<file path="config.mk">
export PLATFORM = sky130hd
export DESIGN_NAME = nanov_digit_alu
export DESIGN_NICKNAME = d
export VERILOG_FILES = /design/src/rtl/nanov_digit_alu.sv
export SDC_FILE = /design/constraint.sdc
export NUM_CORES = 1
export LEC_CHECK = 0
export BUFFER_PORTS_ARGS = -buffer_cell sky130_fd_sc_hd__buf_2
export CAP_MARGIN = 20
export CORE_AREA = 3 3 138 140
export CTS_CLUSTER_SIZE = 14
export DETAILED_ROUTE_END_ITERATION = 8
export DIE_AREA = 0 0 141 143
export PLACE_DENSITY = 0.74
export SYNTH_ARGS = -nofsm -noshare
export SYNTH_HDL_FRONTEND = slang
export SYNTH_SLANG_ARGS = --single-unit
</file>
<file path="constraint.sdc">
create_clock -name clk -period 5.2 [get_ports clk]
set_clock_uncertainty 0.2 [all_clocks]
set_input_delay 0.26 -clock clk [delete_from_list [all_inputs] [get_ports clk]]
set_output_delay 0.26 -clock clk [all_outputs]
set_load 0.02 [all_outputs]
</file>
<file path="src/rtl/nanov_digit_alu.sv">
// nanov_digit_alu: digit-serial RV32 ALU, DIGIT bits per cycle LSB first, with start/busy/done handshake
module nanov_digit_alu #(
  parameter int XLEN  = 32,
  parameter int DIGIT = 1
) (
  input  logic            clk,
  input  logic            rstn,
  input  logic            start,
  input  logic [3:0]      op,
  input  logic [XLEN-1:0] a,
  input  logic [XLEN-1:0] b,
  output logic            busy,
  output logic            done,
  output logic [XLEN-1:0] result
);
  localparam int SW = $clog2(XLEN);
  localparam int K  = XLEN / DIGIT;
  localparam int IW = $clog2(K) + 1;

  typedef enum logic [1:0] {IDLE, ARITH, SHIFT} state_t;

  state_t          state;
  logic [3:0]      op_q;
  logic [XLEN-1:0] a_q, b_q, acc, acc_n, arith_res, w_d, w_1, work_n;
  logic [DIGIT-1:0] ad, bd, dres;
  logic [DIGIT:0]  dsum;
  logic [IW-1:0]   idx;
  logic [SW-1:0]   n, n_n;
  logic [2:0]      f3;
  logic            carry, sa, sb, inv, lt, fb, big, left, last;

  function automatic logic sub_like(input logic [3:0] o);
    return (o[2:0] == 3'b000 && o[3]) || o[2:0] == 3'b010 || o[2:0] == 3'b011;
  endfunction

  // a_q/b_q shift right each ARITH cycle so the live digit is always at bit 0;
  // in SHIFT a_q doubles as the working register
  always_comb begin
    f3        = op_q[2:0];
    inv       = sub_like(op_q);
    ad        = a_q[DIGIT-1:0];
    bd        = b_q[DIGIT-1:0] ^ {DIGIT{inv}};
    dsum      = {1'b0, ad} + {1'b0, bd} + {{DIGIT{1'b0}}, carry};
    dres      = f3 == 3'b100 ? ad ^ bd : f3 == 3'b110 ? ad | bd : f3 == 3'b111 ? ad & bd : dsum[DIGIT-1:0];
    acc_n     = (acc >> DIGIT) | (XLEN'(dres) << (XLEN - DIGIT));
    last      = idx == IW'(K - 1);
    lt        = (sa ^ sb) ? sa : dsum[DIGIT-1];
    arith_res = f3 == 3'b010 ? {{(XLEN-1){1'b0}}, lt} :
                f3 == 3'b011 ? {{(XLEN-1){1'b0}}, ~dsum[DIGIT]} : acc_n;
    left      = f3 == 3'b001;
    fb        = op_q[3] & a_q[XLEN-1] & ~left;
    big       = {1'b0, n} >= (SW+1)'(DIGIT);
    w_d       = left ? a_q << DIGIT : (a_q >> DIGIT) | ({XLEN{fb}} & ~({XLEN{1'b1}} >> DIGIT));
    w_1       = left ? a_q << 1 : {fb, a_q[XLEN-1:1]};
    work_n    = big ? w_d : n != '0 ? w_1 : a_q;
    n_n       = big ? n - SW'(DIGIT) : n != '0 ? n - SW'(1) : n;
  end

  always_ff @(posedge clk or negedge rstn) begin
    if (!rstn) begin
      state  <= IDLE;
      op_q   <= '0;
      a_q    <= '0;
      b_q    <= '0;
      acc    <= '0;
      idx    <= '0;
      n      <= '0;
      carry  <= 1'b0;
      sa     <= 1'b0;
      sb     <= 1'b0;
      busy   <= 1'b0;
      done   <= 1'b0;
      result <= '0;
    end else begin
      done <= 1'b0;
      case (state)
        IDLE: if (start) begin
          op_q  <= op;
          a_q   <= a;
          b_q   <= b;
          n     <= b[SW-1:0];
          carry <= sub_like(op);
          sa    <= a[XLEN-1];
          sb    <= b[XLEN-1];
          idx   <= '0;
          acc   <= '0;
          busy  <= 1'b1;
          state <= (op[2:0] == 3'b001 || op[2:0] == 3'b101) ? SHIFT : ARITH;
        end
        ARITH: begin
          a_q   <= a_q >> DIGIT;
          b_q   <= b_q >> DIGIT;
          acc   <= acc_n;
          carry <= dsum[DIGIT];
          idx   <= idx + IW'(1);
          if (last) begin
            state  <= IDLE;
            busy   <= 1'b0;
            done   <= 1'b1;
            result <= arith_res;
          end
        end
        SHIFT: begin
          a_q <= work_n;
          n   <= n_n;
          if (n_n == '0) begin
            state  <= IDLE;
            busy   <= 1'b0;
            done   <= 1'b1;
            result <= work_n;
          end
        end
        default: state <= IDLE;
      endcase
    end
  end
endmodule

</file>
==> flow_metrics.py <==
metrics = {
    "route": {
        "firstDrtPassIters": 5,
        "wl_met2_mm": 9.72,
        "wl_met3_microns": 979,
        "wl_met1_mm": 9.19,
        "vias": 6732,
        "top_layer_used": "met4",
        "wirelength_mm": 20.3,
        "viasPerCell": 5.60,
        "drc": 0,
        "drtIter0Drc": 514,
        "detail_route.wl_per_cell_microns": 16.9,
        "ant_nets": 0,
    },
    "timing": {
        "min_period_over_period": 0.653,
        "setup_slack_ns": 1.80,
        "max-slew-margin-rel": 0.280,
        "maxSlewViolCount": 0,
        "rsz0062_at_grt": "false",
        "fmax_ghz": 0.294,
        "fin_crit_ns": 3.40,
        "finalHoldViolations": 0,
        "finalSetupViolations": 0,
        "worstMarginPinSlew_ns": 1.08,
        "fin_setup_tns_ns": 0,
    },
    "setup_path": {
        "crit_end": "result[21]",
        "cp_max_fo": 23,
        "critPathKind": "flop to flop",
        "reg2reg_slack_ns": 1.80,
        "crit_required_ns": 5.29,
        "r2r-start": "state[0]",
        "regToRegEndpoint": "result[21]",
        "crit_path_end_kind": "flop",
        "r2r_cells": 7,
        "worstSetupStartpointType": "flop",
        "crit_start": "state[0]",
        "cp.arrival_ns": 3.49,
    },
    "synth": {
        "synth_edf_count": 0,
        "ys_warn_count": 0,
        "synth.avg_cell_area_sq_um": 9.68,
        "synth_cells": 826,
        "yosysSeqAreaShare": 0.466,
        "ys_seq_elements": 149,
        "ys.flop_type": "dfrtp_1",
        "syn_area_sq_um": 7990,
        "synth-async-reset-ratio": 1.00,
        "yosys.area.top_type": "dfrtp_1",
        "ys_types": 48,
        "synth_area_leaders": "dfrtp_1 (47%), mux2i_1 (12%), nand2_1 (6.3%)",
        "syn-num-nets": 908,
        "yosysTopAreaCellShare": 0.466,
    },
    "clock_tree": {
        "clk_latency_ns": 0.42,
        "root_buffer": "clkbuf_16",
        "clk_pin_slew_ns": 0.06,
        "cts_buffer_depth": 2,
        "tritoncts": "built",
        "h-tree-depth": 4,
        "numCtsBuffers": 17,
        "clock-sinks": 149,
    },
    "global_routing": {
        "first_global_vias": 6488,
        "grt_util_all_layers": 0.204,
        "grt_max_degree": 98,
        "grt_overflow": 0,
        "grt_pass1_wl_mm": 33.3,
        "antenna_found_initial": 0,
    },
    "floorplanning": {
        "die_w_microns": 141,
        "die_h_microns": 143,
        "ioPinCount": 105,
        "std_cell_rows": 49,
        "die_area_sq_um": 20200,
        "start_util": 0.445,
        "fp.coreArea_sq_um": 18000,
    },
    "worst_hold_path": {
        "hp-start": "b[3]",
        "hp-class": "input pin to flop",
    },
    "placement": {
        "gp_congestion": 0.824,
        "io_buffers": 104,
        "dpl.cell_count": 1102,
        "place_hpwl_mm": 12.8,
        "dp_slack_ns": 1.80,
    },
    "pwr": {
        "p_leak_uw": 0.00441,
        "ir_drop_mv": 0.352,
        "power_density_nw_per_um2": 601,
    },
    "cells_and_area": {
        "final_core_util": 0.554,
        "num_antenna_cells": 0,
        "final_cell_mix": "dfrtp_1 (149), nand2_1 (135), buf_2 (103), mux2i_1 (93), dlygate4sd3_1 (68)",
        "nets": 1044,
        "syn_to_final_growth_pct": 24.4,
        "layout_commonest_cell": "dfrtp_1",
        "layout-drive-gt1-share": 0.195,
        "finalNonFillerCells": 1203,
        "n_fill_cell": 1536,
    },
    "job": {
        "cap_viol_max_count": 0,
    },
    "status": {
        "status": "finished clean",
    },
}
[state kept, by name, summed over array words and instances (netlist names)]
register,flops
op_q,4
a_q,32
acc,31
sa,1
n,5
carry,1
b_q,32
idx,6
sb,1
state,2
result,32
done,1
busy,1
[cells by family after synthesis]
group	after synthesis	share of synthesized area
compound gates	238	0.206
simple gates	215	0.123
flops	149	0.467
buf+inv	111	0.0579
mux	100	0.126
fa+ha+maj	11	0.0182
xor+xnor	2	0.00219
[worst min path at each step]
| stage | cells past startpoint | slack [ns] | end |
|---|---|---|---|
| after floorplan | 0 | -0.24 | a_q[0] |
| after global placement | 1 | 0.22 | result[3] |
| after detailed placement | 1 | 0.22 | result[4] |
| after CTS | 3 | 0.006 | b_q[3] |
| after global routing | 3 | 0.06 | b_q[3] |
| final | 3 | 0.005 | b_q[3] |
[critical path, stage by stage, from the launching register on]
cell      delay (ns)
dfrtp_1         0.43
inv_1           0.14
ha_1            0.39
clkinv_1        0.70
nor3_1          0.62
o22ai_4         0.28
buf_4           0.32
mux2i_1         0.16
[repair_timing]
action,in CTS,in global routing
hold endpoints to repair,164,0
setup buffers,0,0
hold buffers,68,0
resized for setup,0,0
[cell type report]
class                   count  area (sq um)  share of cell area
clock inverters             8           126              0.0127
repair buffers            185          1330               0.134
flip-flops and latches    149          3730               0.375
well taps                 229           287              0.0288
clock buffers              23           458              0.0460
multi-input cells         566          3850               0.388
inverters                  43           161              0.0162
[layer usage]
metal / up-vias / GRT usage
li1: 3231 / -
met1: 3257 / 0.278
met2: 203 / 0.334
met3: 41 / 0.0412
met4: 0 / 0.0597
met5: - / 0
[power by group]
| part | switching, uW | leakage [uW] | internal, uW |
|---|---|---|---|
| Sequential | 379 | 0.00193 | 1590 |
| Clock | 469 | 0.000273 | 764 |
| Combinational | 1720 | 0.00221 | 1050 |
[metrics by stage]
step / instance area [sq um] / hold WS (ns) / power [uW]
6_report: 9950 / 0.00536 / 5970
5_1_grt: 9950 / 0.0592 / 6420
4_1_cts: 9910 / 0.00614 / 5960
3_5_place_dp: 8640 / 0.223 / 4680
3_3_place_gp: 8640 / 0.221 / 4580
2_1_floorplan: 7990 / -0.236 / 3950
[Yosys cell counts, types with 7 or more instances]
| master | count |
|---|---|
| dfrtp_1 | 149 |
| nand2_1 | 135 |
| mux2i_1 | 93 |
| o21ai_0 | 50 |
| clkbuf_1 | 47 |
| inv_1 | 43 |
| a21oi_1 | 40 |
| a22o_1 | 34 |
| o22ai_1 | 33 |
| nor4_1 | 31 |
| a211oi_2 | 29 |
| o21ai_1 | 29 |
| nor2_1 | 15 |
| ha_1 | 10 |
| buf_1 | 9 |
| buf_2 | 7 |
| mux2_2 | 7 |
(Power assumes the default switching activity.)
